**src/rtl/serial_add_unit.sv**
```systemverilog
// serial_add_unit
//
// Bit-serial adder with valid/ready handshakes on both sides. It produces
// {cout,sum} = a + b + cin using one full-adder cell, one bit per clock,
// LSB first. For WIDTH=4 the result matches a parallel 4-bit full adder.
//
// Optional feature: define SERIAL_ADD_SAT_EN to saturate the sum to all ones
// whenever the final carry is set (cout is still reported as 1).
//
// Ports:
//   clk        clock, rising edge
//   rst        asynchronous active-high reset
//   in_valid   operand tuple a/b/cin valid
//   in_ready   block can accept operands (IDLE only)
//   a, b       WIDTH-bit operands
//   cin        carry-in
//   out_valid  sum/cout valid (DONE only)
//   out_ready  consumer accepts the result
//   sum        WIDTH-bit registered result
//   cout       registered carry-out of the MSB
//   busy       high while bits are being shifted

module serial_add_unit #(
  parameter int WIDTH = 4
) (
  input  logic             clk,
  input  logic             rst,
  input  logic             in_valid,
  output logic             in_ready,
  input  logic [WIDTH-1:0] a,
  input  logic [WIDTH-1:0] b,
  input  logic             cin,
  output logic             out_valid,
  input  logic             out_ready,
  output logic [WIDTH-1:0] sum,
  output logic             cout,
  output logic             busy
);

  localparam int CNT_W = (WIDTH > 2) ? $clog2(WIDTH) : 1;
  localparam logic [CNT_W-1:0] LAST_BIT = CNT_W'(WIDTH - 1);

  localparam logic [1:0] IDLE  = 2'd0;
  localparam logic [1:0] SHIFT = 2'd1;
  localparam logic [1:0] DONE  = 2'd2;

  logic [1:0]       state;
  logic [WIDTH-1:0] a_sh;
  logic [WIDTH-1:0] b_sh;
  logic [WIDTH-1:0] acc;
  logic             carry;
  logic [CNT_W-1:0] cnt;

  logic             bit_s;
  logic             bit_c;
  logic [WIDTH-1:0] acc_next;
  logic [WIDTH-1:0] final_sum;

  // One full-adder cell fed by the operand LSBs and the carry flop. The new
  // sum bit enters the accumulator at the MSB end, so after WIDTH shifts the
  // first (least significant) bit has arrived at position 0.
  always_comb begin
    bit_s    = a_sh[0] ^ b_sh[0] ^ carry;
    bit_c    = (a_sh[0] & b_sh[0]) | (carry & (a_sh[0] ^ b_sh[0]));
    acc_next = {bit_s, acc[WIDTH-1:1]};
  end

  // Value loaded into the visible sum register on entry to DONE. The
  // saturating build replaces an overflowed result with all ones.
  always_comb begin
`ifdef SERIAL_ADD_SAT_EN
    final_sum = bit_c ? {WIDTH{1'b1}} : acc_next;
`else
    final_sum = acc_next;
`endif
  end

  // Status outputs are pure decodes of the state register, so no input
  // reaches an output without passing through a flop.
  assign in_ready  = (state == IDLE);
  assign busy      = (state == SHIFT);
  assign out_valid = (state == DONE);

  // Control FSM and datapath. The visible sum/cout registers are only
  // written on the final shift cycle, so a partial result is never shown
  // and the last result stays on the outputs until a new one replaces it.
  always_ff @(posedge clk or posedge rst) begin
    if (rst) begin
      state <= IDLE;
      a_sh  <= '0;
      b_sh  <= '0;
      acc   <= '0;
      carry <= 1'b0;
      cnt   <= '0;
      sum   <= '0;
      cout  <= 1'b0;
    end else begin
      case (state)
        IDLE: begin
          if (in_valid) begin
            a_sh  <= a;
            b_sh  <= b;
            carry <= cin;
            acc   <= '0;
            cnt   <= '0;
            state <= SHIFT;
          end
        end
        SHIFT: begin
          acc   <= acc_next;
          a_sh  <= {1'b0, a_sh[WIDTH-1:1]};
          b_sh  <= {1'b0, b_sh[WIDTH-1:1]};
          carry <= bit_c;
          cnt   <= cnt + CNT_W'(1);
          if (cnt == LAST_BIT) begin
            sum   <= final_sum;
            cout  <= bit_c;
            state <= DONE;
          end
        end
        DONE: begin
          // New operands presented here are not taken; they wait for IDLE.
          if (out_ready) begin
            state <= IDLE;
          end
        end
        default: begin
          state <= IDLE;
        end
      endcase
    end
  end

endmodule

```
**config.mk**
```make
export PLATFORM = sky130hd
export DESIGN_NAME = serial_add_unit
export DESIGN_NICKNAME = d
export VERILOG_FILES = /design/src/rtl/serial_add_unit.sv
export SDC_FILE = /design/constraint.sdc
export NUM_CORES = 1
export LEC_CHECK = 0
export BUFFER_PORTS_ARGS = -buffer_cell sky130_fd_sc_hd__buf_2
export CAP_MARGIN = 20
export CORE_MARGIN = 2
export CORE_UTILIZATION = 51
export CTS_BUF_LIST = sky130_fd_sc_hd__clkbuf_16
export CTS_CLUSTER_DIAMETER = 80
export DETAILED_ROUTE_END_ITERATION = 16
export PLACE_DENSITY = 0.75
export SYNTH_ARGS = -nofsm -noshare
export SYNTH_HDL_FRONTEND = slang
export SYNTH_SLANG_ARGS = --single-unit
```
**constraint.sdc**
```tcl
create_clock -name clk -period 1.5 [get_ports clk]
set_input_delay 0 -clock clk [delete_from_list [all_inputs] [get_ports clk]]
set_output_delay 0 -clock clk [all_outputs]
set_load 0.005 [all_outputs]
```
==> results of run 1 <==
[final timing paths]
| check | from | slack [ns] | end | cells after the start |
|---|---|---|---|---|
| worst min-delay path | a[1] | 0.11 | a_sh[1] | 3 |
| max in group asynchronous | rst | 0.96 | state[0] | 4 |
| worst min register to register | cnt[0] | 0.49 | cnt[0] | 1 |
| min in group asynchronous | rst | 0.33 | sum[3] | 4 |
| worst max register to register | a_sh[0] | 0.21 | sum[3] | 2 |
| worst max-delay path | a_sh[0] | 0.21 | sum[3] | 2 |
[worst max-delay path: cells and delay by family, from the launching register on]
family	cells	cell delay, ns
muxes	1	0.27
adders and majority gates	1	0.50
DFF	1	0.40
[synth_stat cells (all sizes together)]
master	number	area [sq um]
nor4bb	2	20.0
o22a	2	17.5
a21oi	5	25.0
nor2b	2	12.5
a22oi	2	15.0
nand2	5	21.3
o21ai	5	25.0
nand2b	2	20.0
fa	1	20.0
or2	1	8.76
mux2i	1	10.0
ha	1	12.5
nor3b	3	22.5
a221oi	1	15.0
nor2	5	21.3
dfrtp	21	526
nand3b	2	15.0
inv	6	25.0
mux2	5	56.3
a22o	4	35.0
o221a	2	22.5
buf	3	15.0
[sequential cells by signal, summed over array words and instances, names as in the netlist]
name / cells
state: 2
cout: 1
a_sh: 4
cnt: 2
b_sh: 4
sum: 4
carry: 1
acc: 3
[metal layers]
layer	part of all wire, %	vias to the layer above	GRT usage [%]	wire length [microns]
li1	-	346	-	-
met1	45	355	25.2	850
met2	50	14	34.9	952
met3	3.1	4	2.31	58
met4	2.0	0	11.7	38
met5	0	-	0	0
[cell type report]
type / instances / area (sq um)
Tap cell: 25 / 31.3
Sequential cell: 21 / 526
Timing Repair Buffer: 28 / 170
Clock buffer: 3 / 75.1
Inverter: 6 / 25.0
Fill cell: 141 / 519
Clock inverter: 1 / 3.75
Multi-Input combinational cell: 51 / 395
[power breakdown]
part / total, W / internal, W / switching (W)
logic: 0.00116 / 0.000601 / 0.000555
registers: 0.00102 / 0.000839 / 0.000176
clock network: 0.000548 / 0.000355 / 0.000193
total: 0.00272 / 0.00179 / 0.000924
[cell families after synthesis]
group / Yosys count / share of synthesized area, %
flip-flops: 21 / 54.7
buffers and inverters: 9 / 4.17
AND/OR/NAND/NOR: 22 / 14.7
AO/OA/AOI/OAI: 21 / 16.1
multiplexers: 6 / 6.90
adder cells (fa/ha/maj): 2 / 3.39
[repair_timing]
action / 4_1_cts / 5_1_grt
buffers inserted: 0 / 0
endpoints found under the hold margin: 24 / 0
hold buffers: 4 / 0
resized for setup: 0 / 0
[metrics by stage]
| step | cell area, sq um | hold WS, ns | utilization (%) | setup slack (ns) |
|---|---|---|---|---|
| after floorplan | 961 | -0.0235 | - | 0.260 |
| after global placement | 1110 | 0.0355 | 63.4 | 0.251 |
| after detailed placement | 1110 | 0.0461 | 63.4 | 0.206 |
| after CTS | 1230 | 0.104 | 70.3 | 0.198 |
| after global routing | 1230 | 0.123 | 70.3 | 0.166 |
| final | 1230 | 0.106 | 70.3 | 0.209 |
==> results.sh, run 1 <==
export IMPL_clk_pin_slew_ns=0.06
export IMPL_final_antenna_diode_count=0
export IMPL_clock_skew_final_ns=0.00114
export IMPL_synth_area_per_cell_sq_um=11.9
export IMPL_type_of_the_worst_setup_path="register to register"
export IMPL_grt_pass1_vias=695
export IMPL_fin_crit_ns=1.29
export IMPL_result_of_the_run="complete, no violations"
export IMPL_floorplan_die_height_microns=47.4
export IMPL_cts_made_buffers=3
export IMPL_flow_area_growth_from_synthesis_pct=27.6
export IMPL_finalHoldViolCount=0
export IMPL_cts_max_level=1
export IMPL_slowest_stage="sky130_fd_sc_hd__fa_1"
export IMPL_worst_path_fanout_max=2
export IMPL_std_cell_rows=15
export IMPL_globalRouteTotalUtil_pct=20.6
export IMPL_setup_violations_final=0
export IMPL_critical_path_endpoint_type="register"
export IMPL_die_footprint_sq_mm=0.00225
export IMPL_detailedPlacementHpwl_microns=1370
export IMPL_clk_root_buffer_cell="sky130_fd_sc_hd__clkbuf_16"
export IMPL_finalSetupTns_ns=0
export IMPL_ir_worst_vdd_v=0.00118
export IMPL_wire_per_inst_microns=14.1
export IMPL_cts_tree="yes"
export IMPL_avgViaCountPerCell=5.33
export IMPL_most_common_cell_after_layout_fill_and_taps_aside="sky130_fd_sc_hd__dfrtp_1"
export IMPL_final_cells=135
export IMPL_crit_chain="fa_1 > mux2_2"
export IMPL_die_w_microns=47.4
export IMPL_worst_endpoint_arrival_ns=1.43
export IMPL_clkSinkCount=21
export IMPL_synth_cell_type_count=26
export IMPL_ios=21
export IMPL_placed_cells=127
export IMPL_hold_class="primary input to register"
export IMPL_number_of_cells_produced_by_synthesis=81
export IMPL_worst_pin_slew_ns=0.349
export IMPL_initial_core_util_pct=55.1
export IMPL_synthesis_yosys_warnings=0
export IMPL_drt_antenna_violating_nets=0
export IMPL_number_of_synthesized_register_bits=21
export IMPL_max_clock_path_buffers=2
export IMPL_finalWeightedCongestion=0.811
export IMPL_grt_antenna_before_repair=0
export IMPL_worstSetupStartpointType="register"
export IMPL_cellPowerDensity_mw_per_mm2=2220
export IMPL_max_clock_freq_mhz=775
export IMPL_globalRouteOverflowTotal=0
export IMPL_final_layout_size_suffix_gt1_share_pct=36.4
export IMPL_finalPower_w=0.00272
export IMPL_drt_pass1_iter_count=4
export IMPL_final_cell_mix="21 x sky130_fd_sc_hd__dfrtp_1, 20 x sky130_fd_sc_hd__buf_2, 6 x sky130_fd_sc_hd__inv_1"
export IMPL_nNetsFinal=126
export IMPL_p_leak_nw=0.599
export IMPL_maximum_number_of_pins_on_one_net_before_global_route_repair=22
export IMPL_max_slew_margin_rel_pct=76.7
export IMPL_count_of_input_and_output_buffers=20
export IMPL_grt_first_pass_wirelength_microns=3060
export IMPL_grt_setup_unrepaired="false"
export IMPL_finalCritPeriodShare_pct=86.1
export IMPL_slew_violations=0
export IMPL_ys_seq_area_share_pct=54.7
export IMPL_post_route_drc_count=0
export IMPL_wirelength_microns=1900
export IMPL_drt_initial_drc_count=8
export IMPL_syn_cell_area_sq_um=961
export IMPL_mappedNetlistNets=96
export IMPL_crit_required_ns=1.64
export IMPL_drv_max_cap_violation_count=0
export IMPL_worstSkewPairLatency_ns=0.25
export IMPL_worst_path_largest_cell_delay_ns=0.50
export IMPL_routed_via_count=719
export IMPL_core_region_area_sq_mm=0.00175
Power figures use the tool's default switching activity.
==> run 2: changes to the inputs <==
- BUFFER_PORTS_ARGS: -buffer_cell sky130_fd_sc_hd__buf_2 -> -buffer_cell sky130_fd_sc_hd__buf_4
==> run 2 against run 1 <==
  * The run now ends with negative hold slack left
  * Sequential share of layout area shrank 0.77 points
  * Routed wire length shrank 0.21%
  * Register-to-register slack lost 0.02 ns
  * Sequential power is essentially flat
  * Via count shrank 1.3%
  * Maximum frequency shrank 1.2%
  * Worst hold slack lost 0.11 ns
==> results.sh, run 2 (synthesis results as in run 1) <==
export IMPL_worstSkewPairLatency_ns=0.25
export IMPL_most_common_cell_after_layout_fill_and_taps_aside="sky130_fd_sc_hd__buf_4"
export IMPL_max_clock_freq_mhz=765
export IMPL_core_region_area_sq_mm=0.00175
export IMPL_finalSetupTns_ns=0
export IMPL_worstSetupStartpointType="register"
export IMPL_final_layout_size_suffix_gt1_share_pct=36.4
export IMPL_ir_worst_vdd_v=0.00131
export IMPL_critical_register_to_register_path_endpoint="a_sh[2]"
export IMPL_cts_tree="yes"
export IMPL_die_w_microns=47.4
export IMPL_fin_crit_ns=1.31
export IMPL_maximum_number_of_pins_on_one_net_before_global_route_repair=22
export IMPL_ff2ff_path_depth=3
export IMPL_cellPowerDensity_mw_per_mm2=2230
export IMPL_drv_max_cap_violation_count=0
export IMPL_grt_setup_unrepaired="false"
export IMPL_floorplan_die_height_microns=47.4
export IMPL_clock_skew_final_ns=0.00108
export IMPL_hold_path_depth=3
export IMPL_cts_made_buffers=3
export IMPL_max_clock_path_buffers=2
export IMPL_final_cell_mix="23 x sky130_fd_sc_hd__buf_4, 21 x sky130_fd_sc_hd__dfrtp_1, 6 x sky130_fd_sc_hd__inv_1"
export IMPL_finalWeightedCongestion=0.827
export IMPL_count_of_input_and_output_buffers=20
export IMPL_clk_pin_slew_ns=0.05
export IMPL_globalRouteOverflowTotal=0
export IMPL_p_leak_nw=0.600
export IMPL_globalRouteTotalUtil_pct=20.1
export IMPL_max_slew_margin_rel_pct=76.1
export IMPL_post_route_drc_count=0
export IMPL_worst_path_fanout_max=9
export IMPL_initial_core_util_pct=55.1
export IMPL_number_of_cells_upsized_or_downsized_after_cts=0
export IMPL_flow_area_growth_from_synthesis_pct=29.9
export IMPL_critical_path_endpoint_type="register"
export IMPL_cts_setup_buffers=0
export IMPL_slew_violations=0
export IMPL_timing_rr_start="state[0]"
export IMPL_clkSinkCount=21
export IMPL_final_antenna_diode_count=0
export IMPL_avgViaCountPerCell=5.38
export IMPL_drt_antenna_violating_nets=0
export IMPL_crit_required_ns=1.64
export IMPL_result_of_the_run="finished with violations"
export IMPL_cts_max_level=1
export IMPL_detailedPlacementHpwl_microns=1300
export IMPL_finalCritPeriodShare_pct=87.2
export IMPL_drt_pass1_iter_count=4
export IMPL_violations="negative hold slack"
export IMPL_slowest_stage="sky130_fd_sc_hd__dfrtp_1"
export IMPL_final_hold_worst_slack_ns=-0.00198
export IMPL_worst_endpoint_arrival_ns=1.44
export IMPL_grt_pass1_vias=688
export IMPL_routed_via_count=710
export IMPL_wirelength_microns=1900
export IMPL_std_cell_rows=15
export IMPL_finalHoldViolCount=1
export IMPL_setup_violations_final=0
export IMPL_clk_root_buffer_cell="sky130_fd_sc_hd__clkbuf_16"
export IMPL_type_of_the_worst_setup_path="register to register"
export IMPL_worst_path_largest_cell_delay_ns=0.49
export IMPL_grt_first_pass_wirelength_microns=3090
export IMPL_worst_r2r_setup_slack_ns=0.19
export IMPL_crit_chain="nor2_2 > nor2_1 > o221a_2"
export IMPL_grt_antenna_before_repair=0
export IMPL_drt_initial_drc_count=12
export IMPL_worst_pin_slew_ns=0.357
export IMPL_cts_hold_buf=2
export IMPL_die_footprint_sq_mm=0.00225
export IMPL_wire_per_inst_microns=14.4
export IMPL_worstHoldEndpoint="a_sh[3]"
export IMPL_nNetsFinal=123
export IMPL_hp_start="a[3]"
export IMPL_ios=21
export IMPL_hold_class="primary input to register"
export IMPL_layout_top_registers="a_sh x4, b_sh x4, sum x4"
==> run 2: cell types whose count changed in the layout (fill, tap and decap cells not counted), sizes merged <==
cell	before	now
dlygate4sd3	4	2
buf	24	23
==> run 2: stage by stage <==
| step | worst slack [ns] | instances | util, % | power [W] | area (sq um) |
|---|---|---|---|---|---|
| after floorplan | 0.260 | 81 | - | 0.00182 | 961 |
| after CTS | 0.185 | 132 | 71.5 | 0.00280 | 1250 |
| final | 0.193 | 132 | 71.5 | 0.00278 | 1250 |
| after global placement | 0.209 | 126 | 65.9 | 0.00221 | 1150 |
| after detailed placement | 0.192 | 126 | 65.9 | 0.00223 | 1150 |
| after global routing | 0.105 | 132 | 71.5 | 0.00299 | 1250 |
==> run 2: worst max-delay path by stage <==
| stage | start | cells past startpoint | end |
|---|---|---|---|
| after CTS | a_sh[0] | 2 | sum[3] |
| after floorplan | a_sh[0] | 2 | sum[3] |
| after global placement | a_sh[0] | 2 | sum[3] |
| after global routing | state[0] | 3 | a_sh[1] |
| after detailed placement | a_sh[0] | 2 | sum[3] |
| final | state[0] | 3 | a_sh[2] |
==> run 2: power by group <==
| group | leakage [nW] | internal, W | switching [W] | total, W |
|---|---|---|---|---|
| Sequential | 0.260 | 0.000839 | 0.000204 | 0.00104 |
| Combinational | 0.298 | 0.000644 | 0.000549 | 0.00119 |
| Clock | 0.0423 | 0.000355 | 0.000189 | 0.000543 |
| Total | 0.600 | 0.00184 | 0.000942 | 0.00278 |
==> run 2: layout make-up <==
type | instances | area [sq um]
fill | 129 | 497
sequential | 21 | 526
timing repair buffer | 25 | 193
clock buffer | 3 | 75.1
clock inverter | 1 | 3.75
inverter | 6 | 25.0
multi-input combinational | 51 | 395
tap | 25 | 31.3
==> run 2: metal layers <==
layer / vias to the layer above / GRT usage, % / part of all wire (%) / routed length [microns]
li1: 343 / - / - / -
met1: 345 / 27.2 / 46 / 879
met2: 18 / 31.4 / 49 / 931
met3: 4 / 3.85 / 3.4 / 64
met4: 0 / 8.33 / 1.1 / 21
met5: - / 0 / 0 / 0
==> run 2: worst max-delay path: cells and delay by family, from the launching register on <==
kind,cells,cell delay (ns)
AO/OA/AOI/OAI,1,0.27
flip-flops,1,0.49
AND/OR/NAND/NOR,2,0.44
